`config.mk`:
```
export PLATFORM = sky130hd
export DESIGN_NAME = pcx_src_queue
export DESIGN_NICKNAME = d
export VERILOG_FILES = /design/src/rtl/pcx_pkg.sv /design/src/rtl/pcx_dest_fifo.sv /design/src/rtl/pcx_src_queue.sv
export SDC_FILE = /design/constraint.sdc
export NUM_CORES = 1
export LEC_CHECK = 0
export ABC_AREA = 0
export CORE_MARGIN = 10
export CORE_UTILIZATION = 40
export CTS_CLUSTER_DIAMETER = 30
export DETAILED_ROUTE_END_ITERATION = 12
export PLACE_DENSITY = 0.55
export SETUP_SLACK_MARGIN = 0.3
export SYNTH_ARGS = -nofsm -noshare
export SYNTH_HDL_FRONTEND = slang
export SYNTH_SLANG_ARGS = --single-unit
```
`constraint.sdc`:
```
create_clock -name rclk -period 4.3 [get_ports rclk]
set_clock_uncertainty 0.1 [all_clocks]
set_input_delay 0.43 -clock rclk [delete_from_list [all_inputs] [get_ports rclk]]
set_output_delay 0.43 -clock rclk [all_outputs]
set_load 0.01 [all_outputs]
```
`src/rtl/pcx_pkg.sv`:
```
// pcx_pkg: shared PCX widths, destination indices and a one-hot checker
package pcx_pkg;

    localparam int PCX_DATA_W     = 124;
    localparam int PCX_NDEST      = 5;
    localparam int PCX_QDEPTH     = 2;

    localparam int PCX_DEST_L2B0  = 0;
    localparam int PCX_DEST_L2B1  = 1;
    localparam int PCX_DEST_L2B2  = 2;
    localparam int PCX_DEST_L2B3  = 3;
    localparam int PCX_DEST_IOFPU = 4;

    function automatic logic pcx_is_onehot(input logic [PCX_NDEST-1:0] v);
        return (v != '0) && ((v & (v - 1'b1)) == '0);
    endfunction

endpackage

```
`src/rtl/pcx_dest_fifo.sv`:
```
// pcx_dest_fifo: 2-entry packet FIFO for one PCX destination (optional parity via PCX_SRCQ_PARITY_EN)
//   rclk, arst_l : clock, async active-low reset
//   push, pop    : enqueue din/atom_in, dequeue head
//   dout,atom_out: head entry
//   count/full/empty : occupancy
//   par_err      : head parity mismatch (always 0 without PCX_SRCQ_PARITY_EN)
module pcx_dest_fifo #(
    parameter int W     = 124,
    parameter int DEPTH = 2
) (
    input  logic         rclk,
    input  logic         arst_l,
    input  logic         push,
    input  logic         pop,
    input  logic [W-1:0] din,
    input  logic         atom_in,
    output logic [W-1:0] dout,
    output logic         atom_out,
    output logic [1:0]   count,
    output logic         full,
    output logic         empty,
    output logic         par_err
);

    logic [W-1:0] mem_d [2];
    logic [1:0]   mem_a;
    logic         wp, rp;
`ifdef PCX_SRCQ_PARITY_EN
    logic [1:0]   mem_p;
`endif

    // A push into a full FIFO is only issued alongside a pop, so wp==rp then;
    // the head is read combinationally before this edge overwrites it.
    always_ff @(posedge rclk)
        if (push) begin
            mem_d[wp] <= din;
            mem_a[wp] <= atom_in;
`ifdef PCX_SRCQ_PARITY_EN
            mem_p[wp] <= ^din;
`endif
        end

    always_ff @(posedge rclk or negedge arst_l)
        if (!arst_l) begin
            wp    <= 1'b0;
            rp    <= 1'b0;
            count <= 2'd0;
        end else begin
            wp    <= wp ^ push;
            rp    <= rp ^ pop;
            count <= count + {1'b0, push} - {1'b0, pop};
        end

    assign dout     = mem_d[rp];
    assign atom_out = mem_a[rp];
    assign full     = count == 2'(DEPTH);
    assign empty    = count == 2'd0;

`ifdef PCX_SRCQ_PARITY_EN
    assign par_err = (^dout) ^ mem_p[rp];
`else
    assign par_err = 1'b0;
`endif

endmodule

```
`src/rtl/pcx_src_queue.sv`:
```
// pcx_src_queue: crossbar receiver for one core's PCX port, per-destination 2-deep queues (PCX_SRCQ_PARITY_EN adds entry parity)
//   rclk, arst_l       : clock, async active-low reset
//   spc_pcx_req_pq/atom_pq : one-hot request and atomic flag (PQ)
//   spc_pcx_data_pa    : packet for last cycle's request (PA)
//   pcx_arb_req/atom   : per-destination queue non-empty / head is atomic first half
//   pcx_arb_sel        : one-hot dequeue select
//   pcx_data_px/dest_px, pcx_spc_grant_px : registered dequeue result and credit return
//   pcx_srcq_err       : sticky protocol/parity error
module pcx_src_queue
    import pcx_pkg::*;
#(
    parameter int DATA_W = PCX_DATA_W,
    parameter int NDEST  = PCX_NDEST,
    parameter int QDEPTH = PCX_QDEPTH
) (
    input  logic              rclk,
    input  logic              arst_l,
    input  logic [NDEST-1:0]  spc_pcx_req_pq,
    input  logic              spc_pcx_atom_pq,
    input  logic [DATA_W-1:0] spc_pcx_data_pa,
    output logic [NDEST-1:0]  pcx_spc_grant_px,
    output logic [NDEST-1:0]  pcx_arb_req,
    output logic [NDEST-1:0]  pcx_arb_atom,
    input  logic [NDEST-1:0]  pcx_arb_sel,
    output logic [DATA_W-1:0] pcx_data_px,
    output logic [NDEST-1:0]  pcx_dest_px,
    output logic              pcx_srcq_err
);

    logic [NDEST-1:0]  req_pa, full, empty, head_atom, par_err, push, pop;
    logic              atom_pa, req_ok, sel_ok, err_nx;
    logic [1:0]        count     [NDEST];
    logic [DATA_W-1:0] head_data [NDEST];
    logic [DATA_W-1:0] pop_data;

    assign req_ok = pcx_is_onehot(spc_pcx_req_pq);
    assign sel_ok = pcx_is_onehot(pcx_arb_sel);
    assign pop    = sel_ok ? pcx_arb_sel & ~empty : '0;
    // A full queue still accepts when its head leaves in the same cycle.
    assign push   = req_pa & (~full | pop);

    always_comb begin
        pop_data = pcx_data_px;
        for (int i = 0; i < NDEST; i++)
            if (pop[i]) pop_data = head_data[i];
    end

    // The second half of an atomic pair must follow at once to the same destination;
    // the check runs while the first half sits in PA and the second is in PQ.
    assign err_nx = pcx_srcq_err
                  | ((|spc_pcx_req_pq) & ~req_ok)
                  | ((|pcx_arb_sel) & ~sel_ok)
                  | (sel_ok & (|(pcx_arb_sel & empty)))
                  | (|(req_pa & ~push))
                  | (atom_pa & (spc_pcx_req_pq != req_pa))
                  | (|(pop & par_err));

    for (genvar d = 0; d < NDEST; d++) begin : g_q
        pcx_dest_fifo #(.W(DATA_W), .DEPTH(QDEPTH)) u_fifo (
            .rclk     (rclk),
            .arst_l   (arst_l),
            .push     (push[d]),
            .pop      (pop[d]),
            .din      (spc_pcx_data_pa),
            .atom_in  (atom_pa),
            .dout     (head_data[d]),
            .atom_out (head_atom[d]),
            .count    (count[d]),
            .full     (full[d]),
            .empty    (empty[d]),
            .par_err  (par_err[d])
        );
        assign pcx_arb_req[d] = count[d] != 2'd0;
    end

    assign pcx_arb_atom = head_atom & ~empty;

    always_ff @(posedge rclk or negedge arst_l)
        if (!arst_l) begin
            req_pa           <= '0;
            atom_pa          <= 1'b0;
            pcx_spc_grant_px <= '0;
            pcx_dest_px      <= '0;
            pcx_data_px      <= '0;
            pcx_srcq_err     <= 1'b0;
        end else begin
            req_pa           <= req_ok ? spc_pcx_req_pq : '0;
            atom_pa          <= req_ok & spc_pcx_atom_pq;
            pcx_spc_grant_px <= pop;
            pcx_dest_px      <= pop;
            pcx_data_px      <= pop_data;
            pcx_srcq_err     <= err_nx;
        end

endmodule

```
==> Word-level counts from Yosys, hierarchy flattened <==
Memories as Yosys holds them, arrays and structs flattened.
Index checks and enable logic that the tools add are counted.
{ "op_classes": {"addsub": 12, "n_lt_le_gt_ge": 15, "eq_ne": 6, "muxes": 42, "bitwise": 33, "reduce_logical": 26} }
{ "op_table": {"columns": ["operator", "n"], "rows": [
  ["124-bit two-way mux", 5],
  ["5-bit AND", 7],
  ["1-bit two-way mux", 25],
  ["1-bit by 2-bit less-than comparator with 1-bit output, second input constant", 10],
  ["5-bit OR reduction", 4],
  ["5-bit NOT", 3],
  ["5-bit nonzero test", 3],
  ["2-bit by 1-bit adder with 2-bit output", 5],
  ["2-bit bitwise mux", 5],
  ["2-bit equality test, second input constant", 5],
  ["2-bit zero test", 5],
  ["5-bit zero test", 2],
  ["5-bit two-way mux", 2],
  ["2-bit nonzero test", 5],
  ["2-bit by 1-bit subtractor with 2-bit output", 5],
  ["5-bit by 1-bit subtractor with 5-bit output, second input constant", 2],
  ["1-bit bitwise XOR", 10],
  ["1-bit logical AND", 7],
  ["1-bit AND", 5],
  ["1-bit demux with 1-bit select", 5],
  ["1-bit >= comparator, second input constant", 5],
  ["5-bit inequality test", 1],
  ["1-bit bitwise OR", 5],
  ["5-bit bitwise OR", 1],
  ["1-bit NOT", 2]
]} }
{ "word_totals": {"register_bits": 166, "ram_bits": 1240, "in_bits": 137, "out_inout_bits": 145, "wordCells": 164, "n_memories": 5} }
{ "memory_table": {"columns": ["name", "depth", "width", "rd", "rd_ports_with_merged_regs", "wr", "line", "text"], "rows": [
  ["g_q[0].u_fifo.mem_d", 2, 124, 1, 0, 1, "pcx_dest_fifo.sv:25", "logic [W-1:0] mem_d [2];"],
  ["g_q[1].u_fifo.mem_d", 2, 124, 1, 0, 1, "pcx_dest_fifo.sv:25", null],
  ["g_q[2].u_fifo.mem_d", 2, 124, 1, 0, 1, "pcx_dest_fifo.sv:25", null],
  ["g_q[3].u_fifo.mem_d", 2, 124, 1, 0, 1, "pcx_dest_fifo.sv:25", null],
  ["g_q[4].u_fifo.mem_d", 2, 124, 1, 0, 1, "pcx_dest_fifo.sv:25", null]
]} }

==> Longest topological paths before layout <==
Gate-level depths: netlist of run 1.
{ "depth": {"word_depth": 12, "ltp_mapped": 12, "depth_no_buf": 9} }

==> Hierarchy <==
A second synthesis of run 1 with hierarchy kept.
{ "unflattened": {"cells_unflattened": 2982, "area_unflattened_um2": 57162.3} }
{ "modules_own_cells": {"columns": ["mod", "instances", "cells_per_inst", "area_per_inst_um2", "seq_area_each_um2"], "rows": [
  ["pcx_dest_fifo", 5, 407, 9391.5, 7607.3],
  ["pcx_src_queue", 1, 947, 10204.8, 3403.3]
]} }

==> Worst setup path before layout of run 1 <==
No wires, ideal clock.
{ "synth_path": {"path_type": "input to register", "start": "input pcx_arb_sel[2]", "end": "register g_q[1].u_fifo.mem_a[1], enable pin", "setup_ns": 0.500, "t_arrival_ns": 4.337, "t_required_ns": 3.700, "setup_slack_ns": -0.637, "cell_stages": 5, "path_buffers": 1, "cell_sequence": "or3_1 -> buf_2 -> nor3b_1 -> o31a_1 -> ha_1"} }
{ "synth_between": {"elab_chain_cells": 7, "elab_cells_between_ends": 8, "cone_classes": "1 x add/sub; 1 x mux; 3 x bitwise; 3 x reduce/logical"} }
{ "synth_rtl": {"columns": ["element", "line", "text"], "rows": [
  ["from (decl)", "pcx_src_queue.sv:24", "input logic [NDEST-1:0] pcx_arb_sel,"],
  ["5-bit by 1-bit subtractor with 5-bit output", "pcx_pkg.sv:15", "return (v != '0) && ((v & (v - 1'b1)) == '0);"],
  ["5-bit AND", "pcx_pkg.sv:15", null],
  ["5-bit zero test", "pcx_pkg.sv:15", null],
  ["1-bit logical AND (*)", "pcx_pkg.sv:15", null],
  ["5-bit two-way mux (*)", "pcx_src_queue.sv:38", "assign pop = sel_ok ? pcx_arb_sel & ~empty : '0;"],
  ["5-bit bitwise OR (*)", "pcx_src_queue.sv:40", "assign push = req_pa & (~full | pop);"],
  ["5-bit AND (*)", "pcx_src_queue.sv:40", null],
  ["to (signal, indexed assignment)", "pcx_dest_fifo.sv:37", "mem_a[wp] <= atom_in;"],
  ["to (decl)", "pcx_dest_fifo.sv:26", "logic [1:0] mem_a;"]
]} }
Every way passes the cells marked *; elsewhere a longest branch is shown, timed or not.
A chain may end at the register's enable or synchronous reset.

==> Final worst setup path of run 1 <==
{ "layout_path": {"start": "register g_q[3].u_fifo.rp", "end": "output pcx_arb_atom[3]"} }
{ "layout_between": {"elab_chain_cells": 3} }
{ "layout_rtl": {"columns": ["element", "line", "text"], "rows": [
  ["from (decl)", "pcx_dest_fifo.sv:27", "logic wp, rp;"],
  ["from (signal assigned)", "pcx_dest_fifo.sv:50", "rp <= rp ^ pop;"],
  ["1-bit two-way mux (not written as such) (2 in series)", "pcx_dest_fifo.sv:55", "assign atom_out = mem_a[rp];"],
  ["5-bit AND", "pcx_src_queue.sv:76", "assign pcx_arb_atom = head_atom & ~empty;"],
  ["to (decl)", "pcx_src_queue.sv:23", "output logic [NDEST-1:0] pcx_arb_atom,"]
]} }
No other way between the ends. The select of a mux whose other input is x is not followed.

==> metrics.md, run 1 <==
| Metric | Value |
|---|---|
| Status | completed |
| Routed via count divided by cell count | 5.36 |
| Height of the die | 389 µm |
| Clock sinks | 1406 |
| Clock tree from TritonCTS | done |
| Number of post-CTS setup repair buffers | 0 |
| Synthesized area | 54500 µm² |
| Vias in the first global route | 31.5k |
| Number of cells on the worst reg-to-reg path | 7 |
| Number of antenna violations at the first check in global routing | 31 |
| Placed Area | 60200 µm² |
| Setup repair after global routing missed its margin | no |
| Maximum level of the CTS H-tree | 5 |
| Commonest register cell after synthesis | sky130_fd_sc_hd__edfxtp_1 |
| P per Cell Area | 694 nW/µm² |
| Peak clock frequency supported by timing | 286 MHz |
| Placement Rows | 135 |
| Worst hold-check path type | in2async |
| Reg2reg start | g_q[2].u_fifo.count[1] |
| Leak Pwr | 25.4 nW |
| Clock Pin Slew Worst Setup and Hold Paths | 0.04 ns |
| Clk buf depth | 4 |
| Cell count after synthesis | 2966 |
| Placer congestion estimate | 0.774 |
| Met1 usage | 0.249 |
| GRT Resource Usage Total | 0.194 |
| Clock network latency to the later pin of the worst-skew pair | 0.90 ns |
| Starting density of the core | 0.402 |
| Share of synthesized registers carrying an async set or reset | 0.111 |
| Maximum number of pins on one net before global-route repair | 99 |
| Final count of hold timing violations | 0 |
| Pins over their slew limit | 0 |
| Sequential fraction of the synthesis area | 0.760 |
| IR Drop Worst-Case VDD | 0.464 mV |
| Time the final worst path needs with I/O delays and setup | 3.50 ns |
| Power, Total | 48.8 mW |
| Most congested layer reported by global routing | met2 |
| Drt wl/cell | 27.2 µm |
| Number of warnings issued by yosys | 0 |
| Leftover overflow at the end of global routing | 0 |
| Via count of the routed design | 29.5k |
| Wire length of the first global-routing pass | 217000 µm |
| Average size of a mapped cell | 18.4 µm² |
| Synth Register Bits | 1406 |
| Core Box Area | 135000 µm² |
| Required time at the endpoint of the critical path | 3.77 ns |
| Critical path type | reg2out |
| Capture point of the worst reg-to-reg path | pcx_data_px[19] |
| Final layout net count | 3628 |
| Count of final setup violators | 0 |
| Grt met2 use | 0.318 |
| Count of maximum capacitance violations | 0 |
| Number of placed I/O pins | 282 |
| Post-detailed-route count of antenna-violating nets | 0 |
| Net count of the mapped netlist | 3123 |
| Number of flops mapped to enable cells by yosys | 1250 |
| Buffers on Ports | 281 |
| Number of distinct library cell variants in the gate-level netlist after synthesis | 46 |
| Origin of the worst setup path | g_q[3].u_fifo.rp |
| Fraction of the cycle the final worst path needs | 0.814 |
| Met3 Use GR | 0.0578 |
| Critical Path Sink | pcx_arb_atom[3] |
| Total Wirelength | 149000 µm |
| Crit-path max FO | 33 |
| Die area | 151000 µm² |
| Worst Setup End Kind | primary output |
| Area growth from synthesis to layout | 29.0% |
| Arrival time at the worst endpoint | 2.97 ns |
| Final standard cell area without fillers | 70300 µm² |
| DR pass1 iterations | 5 |
| Die span in x | 389 µm |
| Slew @ Worst Pin | 1.10 ns |
| # DRC | 0 |
| Register-to-register setup slack | 1.50 ns |
| CTS Buf Count | 305 |
| Buffer cell driving the clock tree root | sky130_fd_sc_hd__clkbuf_16 |
| Relative max-transition margin | 0.266 |
| Initial detailed-routing violation count | 1989 |
| Proportion of layout cells with a drive suffix above 1 | 0.181 |
| Final HPWL DP | 78900 µm |
| Type of element launching the critical path | flop |
where the power goes:
group,switching [mW],total (mW),internal (mW)
combinational,4.42,8.66,4.24
clock,7.01,22.6,15.6
sequential,1.29,17.6,16.3
worst max-delay path: stages, from the launching register on:
cell and delay [ns]:
sky130_fd_sc_hd__dfrtp_4 1.02, sky130_fd_sc_hd__mux2i_1 0.30, sky130_fd_sc_hd__nor2_1 0.18, sky130_fd_sc_hd__clkdlybuf4s50_1 0.57
logic make-up after synthesis:
family / after synthesis / synth area share
buf+inv: 198 / 0.0167
simple gates: 142 / 0.0115
mux: 847 / 0.158
flops: 1406 / 0.760
xor+xnor: 22 / 0.00354
fa+ha+maj: 22 / 0.00496
compound gates: 329 / 0.0451
cell usage in the layout, fill, tap and decap left out, types with 29 or more instances in the layout:
cell type / instances
sky130_fd_sc_hd__mux2_2: 98
sky130_fd_sc_hd__o22ai_1: 127
sky130_fd_sc_hd__nor2_1: 110
sky130_fd_sc_hd__a211o_1: 124
sky130_fd_sc_hd__a21oi_1: 29
sky130_fd_sc_hd__clkbuf_16: 313
sky130_fd_sc_hd__bufinv_16: 37
sky130_fd_sc_hd__buf_4: 31
sky130_fd_sc_hd__clkdlybuf4s50_1: 280
sky130_fd_sc_hd__clkinv_2: 40
sky130_fd_sc_hd__edfxtp_1: 1250
sky130_fd_sc_hd__dfrtp_1: 151
sky130_fd_sc_hd__buf_12: 50
sky130_fd_sc_hd__mux2i_1: 749
sky130_fd_sc_hd__inv_1: 29
sky130_fd_sc_hd__clkbuf_1: 55
sky130_fd_sc_hd__clkinvlp_4: 30
registers in the layout, indices dropped and copies added, names as in the netlist:
signal	count
g_q.u_fifo.count	10
g_q.u_fifo.mem_d	1240
pcx_dest_px	5
g_q.u_fifo.wp	5
g_q.u_fifo.mem_a	10
req_pa	5
g_q.u_fifo.rp	5
pcx_data_px	124
pcx_srcq_err	1
atom_pa	1
cell usage after synthesis, drive strengths merged (2+ instances only):
library cell | n | share of area
edfxtp | 1250 | 0.69
mux2i | 749 | 0.14
dfrtp | 156 | 0.072
o22ai | 127 | 0.015
a211o | 124 | 0.020
nor2 | 112 | 0.0077
mux2 | 98 | 0.020
clkbuf | 90 | 0.0062
buf | 76 | 0.0082
a21oi | 30 | 0.0028
inv | 30 | 0.0021
a32o | 27 | 0.0050
ha | 20 | 0.0046
xnor2 | 16 | 0.0026
or3 | 7 | 0.00090
o21ai | 6 | 0.00055
xor2 | 6 | 0.00096
and2 | 5 | 0.00057
o31a | 4 | 0.00064
nand2b | 3 | 0.00034
nand4 | 3 | 0.00034
nor3 | 3 | 0.00046
o2111ai | 3 | 0.00048
a22oi | 2 | 0.00028
clkinv | 2 | 0.00025
maj3 | 2 | 0.00037
nor2b | 2 | 0.00023
nor3b | 2 | 0.00028
o21a | 2 | 0.00028
per-layer routing:
metal	wire length, µm	vias to the layer above
met5	240	-
li1	-	12901
met1	63900	15416
met4	2890	36
met2	72100	872
met3	10200	267
repair_timing:
| action | CTS | global route |
|---|---|---|
| hold endpoints to repair | 58 | 0 |
| gates resized for setup | 0 | 0 |
| hold buffers | 2 | 0 |
cell type report:
| type | instances | area, µm² |
|---|---|---|
| multi-input combinational | 1362 | 12300 |
| timing repair buffer | 364 | 4070 |
| clock buffer | 377 | 8160 |
| tap | 1781 | 2230 |
| fill | 10796 | 65200 |
| inverter | 32 | 126 |
| antenna | 12 | 30.0 |
| sequential | 1406 | 41500 |
| clock inverter | 164 | 1920 |
how the worst min path moves through the flow:
| stage | to | slack [ns] | cells after the start |
|---|---|---|---|
| detailed placement | pcx_data_px[50] | 0.39 | 1 |
| global route | pcx_data_px[100] | 0.09 | 2 |
| CTS | pcx_data_px[100] | 0.09 | 2 |
| finish | pcx_data_px[95] | 0.05 | 2 |
| floorplan | atom_pa | 0.03 | 0 |
| global placement | pcx_data_px[57] | 0.39 | 1 |
stage by stage:
stage | setup WS, ns | utilization | hold slack (ns) | instances | TNS [ns]
floorplan | -0.637 | - | 0.0344 | 2966 | -159.20
detailed placement | 0.770 | 0.444 | 0.393 | 4943 | 0
CTS | 0.754 | 0.519 | 0.0875 | 5486 | 0
finish | 0.800 | 0.519 | 0.0524 | 5498 | 0
global route | 0.711 | 0.519 | 0.0907 | 5487 | 0
global placement | 0.809 | 0.444 | 0.391 | 4943 | 0
Power figures use the tool's default switching activity.
==> run 2, diff against run 1 <==
==> constraint.sdc (replaced) <==
create_clock -name rclk -period 3.1 [get_ports rclk]
set_clock_uncertainty 0.1 [all_clocks]
set_input_delay 0.31 -clock rclk [delete_from_list [all_inputs] [get_ports rclk]]
set_output_delay 0.31 -clock rclk [all_outputs]
set_load 0.01 [all_outputs]
==> metrics.md, run 2 (synthesis results as in run 1) <==
| Metric | Value |
|---|---|
| Final design utilization | 0.529 |
| Die area | 151000 µm² |
| Clk buf depth | 4 |
| Fraction of the cycle the final worst path needs | 0.881 |
| Bufs and invs on worst path | 1 |
| Largest register by flop count | g_q.u_fifo.mem_d |
| Relative max-transition margin | 0.433 |
| Net switching power | 17.7 mW |
| Placement Rows | 135 |
| Buffers on Ports | 281 |
| Most common cell after layout, fill and taps aside | sky130_fd_sc_hd__edfxtp_1 |
| Number of cells on the worst reg-to-reg path | 6 |
| Proportion of layout cells with a drive suffix above 1 | 0.203 |
| Critical path's top delay family | flip-flops |
| Core Box Area | 135000 µm² |
| Vias in the first global route | 31.6k |
| Share of total power consumed by net switching | 0.261 |
| Leading cell types in the layout, fill and taps excluded | 1250 x sky130_fd_sc_hd__edfxtp_1, 746 x sky130_fd_sc_hd__mux2i_1, 312 x sky130_fd_sc_hd__clkbuf_16 |
| Total Wirelength | 147000 µm |
| GRT Resource Usage Total | 0.191 |
| Origin of the worst setup path | g_q[1].u_fifo.rp |
| Hold Crit Start | spc_pcx_req_pq[0] |
| Cell breakdown of the critical path | mux2i_2 > nor2_1 > clkdlybuf4s50_1 |
| Buffer cell driving the clock tree root | sky130_fd_sc_hd__clkbuf_16 |
| Arrival time at the worst endpoint | 2.32 ns |
| Count of maximum capacitance violations | 0 |
| Proportion of power drawn by combinational gates | 0.193 |
| Type of element launching the critical path | flop |
| Setup repair after global routing missed its margin | no |
| Worst hold-check path type | in2reg |
| Clock tree from TritonCTS | done |
| Flip-flop count of the largest register after layout | 1240 |
| Final layout net count | 3722 |
| Post-detailed-route count of antenna-violating nets | 0 |
| Number of placed I/O pins | 282 |
| Capture point of the worst reg-to-reg path | pcx_data_px[72] |
| Drt wl/cell | 26.3 µm |
| Hold path depth | 2 |
| DR pass1 iterations | 5 |
| Via count of the routed design | 29.7k |
| Share of power burned in the clock network | 0.458 |
| Register-to-register setup slack | 0.58 ns |
| # DRC | 0 |
| Pins over their slew limit | 0 |
| Height of the die | 389 µm |
| Maximum single-stage delay on the critical path | 0.53 ns |
| Time the final worst path needs with I/O delays and setup | 2.73 ns |
| Peak clock frequency supported by timing | 366 MHz |
| Internal power | 50.3 mW |
| Starting density of the core | 0.402 |
| Final setup TNS | 0 ns |
| Capture endpoint of the worst hold path | req_pa[0] |
| Wire length of the first global-routing pass | 215000 µm |
| Area growth from synthesis to layout | 31.4% |
| Worst Setup End Kind | primary output |
| Critical path type | reg2out |
| Maximum level of the CTS H-tree | 5 |
| Clock network latency to the later pin of the worst-skew pair | 0.88 ns |
| Die span in x | 389 µm |
| CTS Buf Count | 304 |
| Routed via count divided by cell count | 5.32 |
| Leftover overflow at the end of global routing | 0 |
| Final HPWL DP | 84800 µm |
| Leak Pwr | 26.0 nW |
| IR Drop Worst-Case VDD | 0.759 mV |
| Slowest cell on the critical path | sky130_fd_sc_hd__dfrtp_4 |
| Placer congestion estimate | 0.808 |
| P per Cell Area | 949 nW/µm² |
| Clock Pin Slew Worst Setup and Hold Paths | 0.05 ns |
| Portion of total power attributed to sequential cells | 0.349 |
| Final count of hold timing violations | 0 |
| Reg2reg start | g_q[4].u_fifo.count[1] |
| Clock sinks | 1406 |
| Crit-path max FO | 2 |
| Required time at the endpoint of the critical path | 2.69 ns |
| Status | completed |
| Largest regs | g_q.u_fifo.mem_d (1240), pcx_data_px (124) |
| Number of antenna violations at the first check in global routing | 23 |
| Filler cell count in the final layout | 10.6k |
| Initial detailed-routing violation count | 1854 |
| Count of final setup violators | 0 |
| Slew @ Worst Pin | 0.851 ns |
| Maximum number of pins on one net before global-route repair | 99 |
-- run 2: cell count changes in the layout (fill, tap and decap cells not counted), moves of 4 or more --
cell,change
sky130_fd_sc_hd__buf_12,+53
sky130_fd_sc_hd__buf_4,+40
sky130_fd_sc_hd__clkbuf_1,-13
sky130_fd_sc_hd__clkinv_1,+4
sky130_fd_sc_hd__clkinv_2,-4
sky130_fd_sc_hd__clkinvlp_4,+10
sky130_fd_sc_hd__diode_2,-7
-- run 2: repair_timing --
item / 4_1_cts / 5_1_grt
resized for setup: 3 / 3
pin swaps: 0 / 0
hold buffers: 4 / 0
gates cloned: 0 / 0
setup buffers: 6 / 0
endpoints found under the setup margin: 6 / 2
hold endpoints to repair: 157 / 0
-- run 2: per-stage QoR --
stage          total power, mW  hold WS [ns]  worst slack (ns)  instances  cell area (µm²)
2_1_floorplan             30.9       -0.0856            -0.369       2966            54600
3_3_place_gp              37.0         0.296           -0.0923       5030            61500
3_5_place_dp              37.2         0.297           -0.0246       5030            61500
4_1_cts                   68.8       0.00609             0.311       5574            71600
5_1_grt                   70.6        0.0487             0.303       5577            71600
6_report                  68.0        0.0681             0.368       5579            71600
-- run 2: layout make-up --
class / instances / area [µm²] / share of cell area
multi-input combinational: 1362 / 12300 / 0.172
timing repair buffer: 459 / 5470 / 0.0764
clock inverter: 170 / 1910 / 0.0266
inverter: 32 / 126 / 0.00176
sequential: 1406 / 41500 / 0.579
tap: 1781 / 2230 / 0.0311
clock buffer: 364 / 8100 / 0.113
antenna: 5 / 12.5 / 0.000175
-- run 2: routing by layer --
metal	up-vias	part of all wire	global-route usage
met3	275	0.060	0.0504
li1	13098	-	-
met2	887	0.49	0.321
met5	-	0.0010	0
met1	15419	0.42	0.242
met4	24	0.021	0.0533
-- run 2: how the worst max path moves through the flow --
stage,endpoint,cells after the start
detailed placement,g_q[0].u_fifo.count[1],11
CTS,pcx_arb_atom[2],3
floorplan,g_q[1].u_fifo.mem_a[1],5
global placement,g_q[0].u_fifo.count[1],11
global route,pcx_arb_atom[1],3
finish,pcx_arb_atom[1],3
-- run 2: power by group through the flow --
stage          logic [mW]  clock network [mW]  registers [mW]
6_report             13.1                31.1            23.8
5_1_grt              14.0                32.7            23.9
4_1_cts              13.3                31.6            23.8
3_5_place_dp         12.8                   0            24.4
3_3_place_gp         12.6                   0            24.4
2_1_floorplan        7.02                   0            23.9
==> run 3, diff against run 2 <==
--- a/config.mk
+++ b/config.mk
@@ -6,11 +6,13 @@
 export NUM_CORES = 1
 export LEC_CHECK = 0
 export ABC_AREA = 0
+export CELL_PAD_IN_SITES_DETAIL_PLACEMENT = 0
+export CELL_PAD_IN_SITES_GLOBAL_PLACEMENT = 1
 export CORE_MARGIN = 10
 export CORE_UTILIZATION = 40
 export CTS_CLUSTER_DIAMETER = 30
 export DETAILED_ROUTE_END_ITERATION = 12
-export PLACE_DENSITY = 0.55
+export PLACE_DENSITY = 0.6
 export SETUP_SLACK_MARGIN = 0.3
 export SYNTH_ARGS = -nofsm -noshare
 export SYNTH_HDL_FRONTEND = slang
==> constraint.sdc (replaced) <==
create_clock -name rclk -period 2.8 [get_ports rclk]
set_clock_uncertainty 0.1 [all_clocks]
set_input_delay 0.28 -clock rclk [delete_from_list [all_inputs] [get_ports rclk]]
set_output_delay 0.28 -clock rclk [all_outputs]
set_load 0.01 [all_outputs]
==> metrics.md, run 3 (synthesis results as in run 1) <==
| Metric | Value |
|---|---|
| Clock sinks | 1406 |
| Clock network latency to the later pin of the worst-skew pair | 0.89 ns |
| Leftover overflow at the end of global routing | 0 |
| Status | completed |
| Clock Pin Slew Worst Setup and Hold Paths | 0.05 ns |
| Die span in x | 389 µm |
| Height of the die | 389 µm |
| Maximum level of the CTS H-tree | 5 |
| Starting density of the core | 0.402 |
| Instance count after placement with tap cells included | 5100 |
| Core Box Area | 135000 µm² |
| Placer congestion estimate | 0.784 |
| Most common cell after layout, fill and taps aside | sky130_fd_sc_hd__edfxtp_1 |
| # DRC | 0 |
| Leak Pwr | 26.9 nW |
| Slowest cell on the critical path | sky130_fd_sc_hd__dfrtp_4 |
| Buffers on Ports | 281 |
| Clk buf depth | 4 |
| Wire length of the first global-routing pass | 224000 µm |
| Slew @ Worst Pin | 0.517 ns |
| Area growth from synthesis to layout | 34.7% |
| Largest regs | g_q.u_fifo.mem_d (1240), pcx_data_px (124) |
| Drt wl/cell | 27.0 µm |
| Vias in the first global route | 32.7k |
| Total Wirelength | 154000 µm |
| Clock tree from TritonCTS | done |
| Pins over their slew limit | 0 |
| Worst hold-check path type | in2reg |
| CP dominant cell by count | sky130_fd_sc_hd__mux2i_1 |
| Largest register by flop count | g_q.u_fifo.mem_d |
| Final cell count without fillers | 5679 |
| Routed via count divided by cell count | 5.32 |
| Post-detailed-route count of antenna-violating nets | 0 |
| Worst hold slack | 0.0524 ns |
| Number of placed I/O pins | 282 |
| Count of final setup violators | 0 |
| Critical path type | reg2reg |
| Required time at the endpoint of the critical path | 3.44 ns |
| Final HPWL DP | 90700 µm |
| Count of maximum capacitance violations | 0 |
| Type of element launching the critical path | flop |
| Proportion of layout cells with a drive suffix above 1 | 0.224 |
| Peak clock frequency supported by timing | 414 MHz |
| CTS Buf Count | 314 |
| Setup repair after global routing missed its margin | no |
| Crit-path max FO | 17 |
| IR Drop Worst-Case VDD | 0.666 mV |
| Maximum number of pins on one net before global-route repair | 52 |
| Final setup TNS | 0 ns |
| Buffer cell driving the clock tree root | sky130_fd_sc_hd__clkbuf_16 |
| Maximum single-stage delay on the critical path | 0.51 ns |
| Time the final worst path needs with I/O delays and setup | 2.41 ns |
| Cell breakdown of the critical path | buf_6 > buf_16 > buf_12 > mux2i_1 > mux2i_1 > a211o_1 > mux2_2 |
| Arrival time at the worst endpoint | 3.05 ns |
| Final standard cell area without fillers | 73400 µm² |
| Power, Total | 77.7 mW |
| Placement Rows | 135 |
| GRT Resource Usage Total | 0.201 |
| Worst Setup End Kind | flop |
| Final count of hold timing violations | 0 |
| Relative max-transition margin | 0.655 |
| Number of antenna violations at the first check in global routing | 19 |
| Final layout net count | 3808 |
| DR pass1 iterations | 5 |
| Placed Area | 62600 µm² |
| P per Cell Area | 1060 nW/µm² |
| Leading cell types in the layout, fill and taps excluded | 1250 x sky130_fd_sc_hd__edfxtp_1, 746 x sky130_fd_sc_hd__mux2i_1, 317 x sky130_fd_sc_hd__clkbuf_16 |
| Via count of the routed design | 30.2k |
| Initial detailed-routing violation count | 2076 |
| Flip-flop count of the largest register after layout | 1240 |
| Die area | 151000 µm² |
| Fraction of the cycle the final worst path needs | 0.862 |
==> run 3: cell count changes in the layout (fill, tap and decap cells not counted), moves of 6 or more <==
cell                         change
sky130_fd_sc_hd__buf_12         +44
sky130_fd_sc_hd__buf_4          +21
sky130_fd_sc_hd__clkbuf_8       +12
sky130_fd_sc_hd__clkinvlp_4     -10
sky130_fd_sc_hd__bufinv_16       +9
sky130_fd_sc_hd__clkinv_1        -9
sky130_fd_sc_hd__clkbuf_1        +6
sky130_fd_sc_hd__diode_2         +6
sky130_fd_sc_hd__inv_6           +6
==> run 3: timing repair <==
action | CTS | global route
cloned | 1 | 1
endpoints found under the hold margin | 162 | 0
resized for setup | 29 | 7
setup endpoints to repair | 66 | 83
setup buffers | 7 | 0
hold buffers | 7 | 0
pin swaps | 3 | 2
==> run 3: per-layer routing <==
layer  share of wire  global-route usage  up-vias
li1                -                   -    13285
met1            0.41               0.248    15764
met2            0.50               0.339      873
met3           0.056              0.0488      256
met4           0.028              0.0758       12
met5         0.00058                   0        -
==> run 3: where the power goes <==
part | total [mW] | internal [mW] | leakage [nW] | switching (mW)
clock network | 36.1 | 25.1 | 5.06 | 11.0
registers | 26.4 | 25.0 | 13.2 | 1.47
logic | 15.1 | 7.40 | 8.64 | 7.67
==> run 3: final timing paths <==
kind,cells past startpoint,start,to,slack [ns]
max,7,g_q[1].u_fifo.rp,pcx_data_px[7],0.39
min,2,spc_pcx_req_pq[1],req_pa[0],0.05
max reg2reg,7,g_q[1].u_fifo.rp,pcx_data_px[7],0.39
min reg2reg,1,pcx_data_px[110],pcx_data_px[110],0.40
max in group asynchronous,4,arst_l,g_q[3].u_fifo.rp,1.67
min in group asynchronous,4,arst_l,pcx_data_px[87],0.48
==> run 3: metrics by stage <==
step / setup slack (ns) / utilization
CTS: 0.242 / 0.541
detailed placement: -0.249 / 0.462
global placement: -0.252 / 0.462
floorplan: -0.350 / -
global route: 0.304 / 0.542
finish: 0.386 / 0.542
==> run 3: critical path: cells and delay by family (launching register included) <==
family,cells,cell delay [ns]
buffers and inverters,3,0.71
multiplexers,3,0.57
flip-flops,1,0.51
AO/OA/AOI/OAI,1,0.35
==> run 3: layout make-up <==
cell class                 count  area (µm²)
fill                       10597       62000
sequential                  1406       41500
multi-input combinational   1362       12400
clock buffer                 386        8390
timing repair buffer         535        6700
tap                         1781        2230
clock inverter               166        2120
inverter                      32         126
antenna                       11        27.5
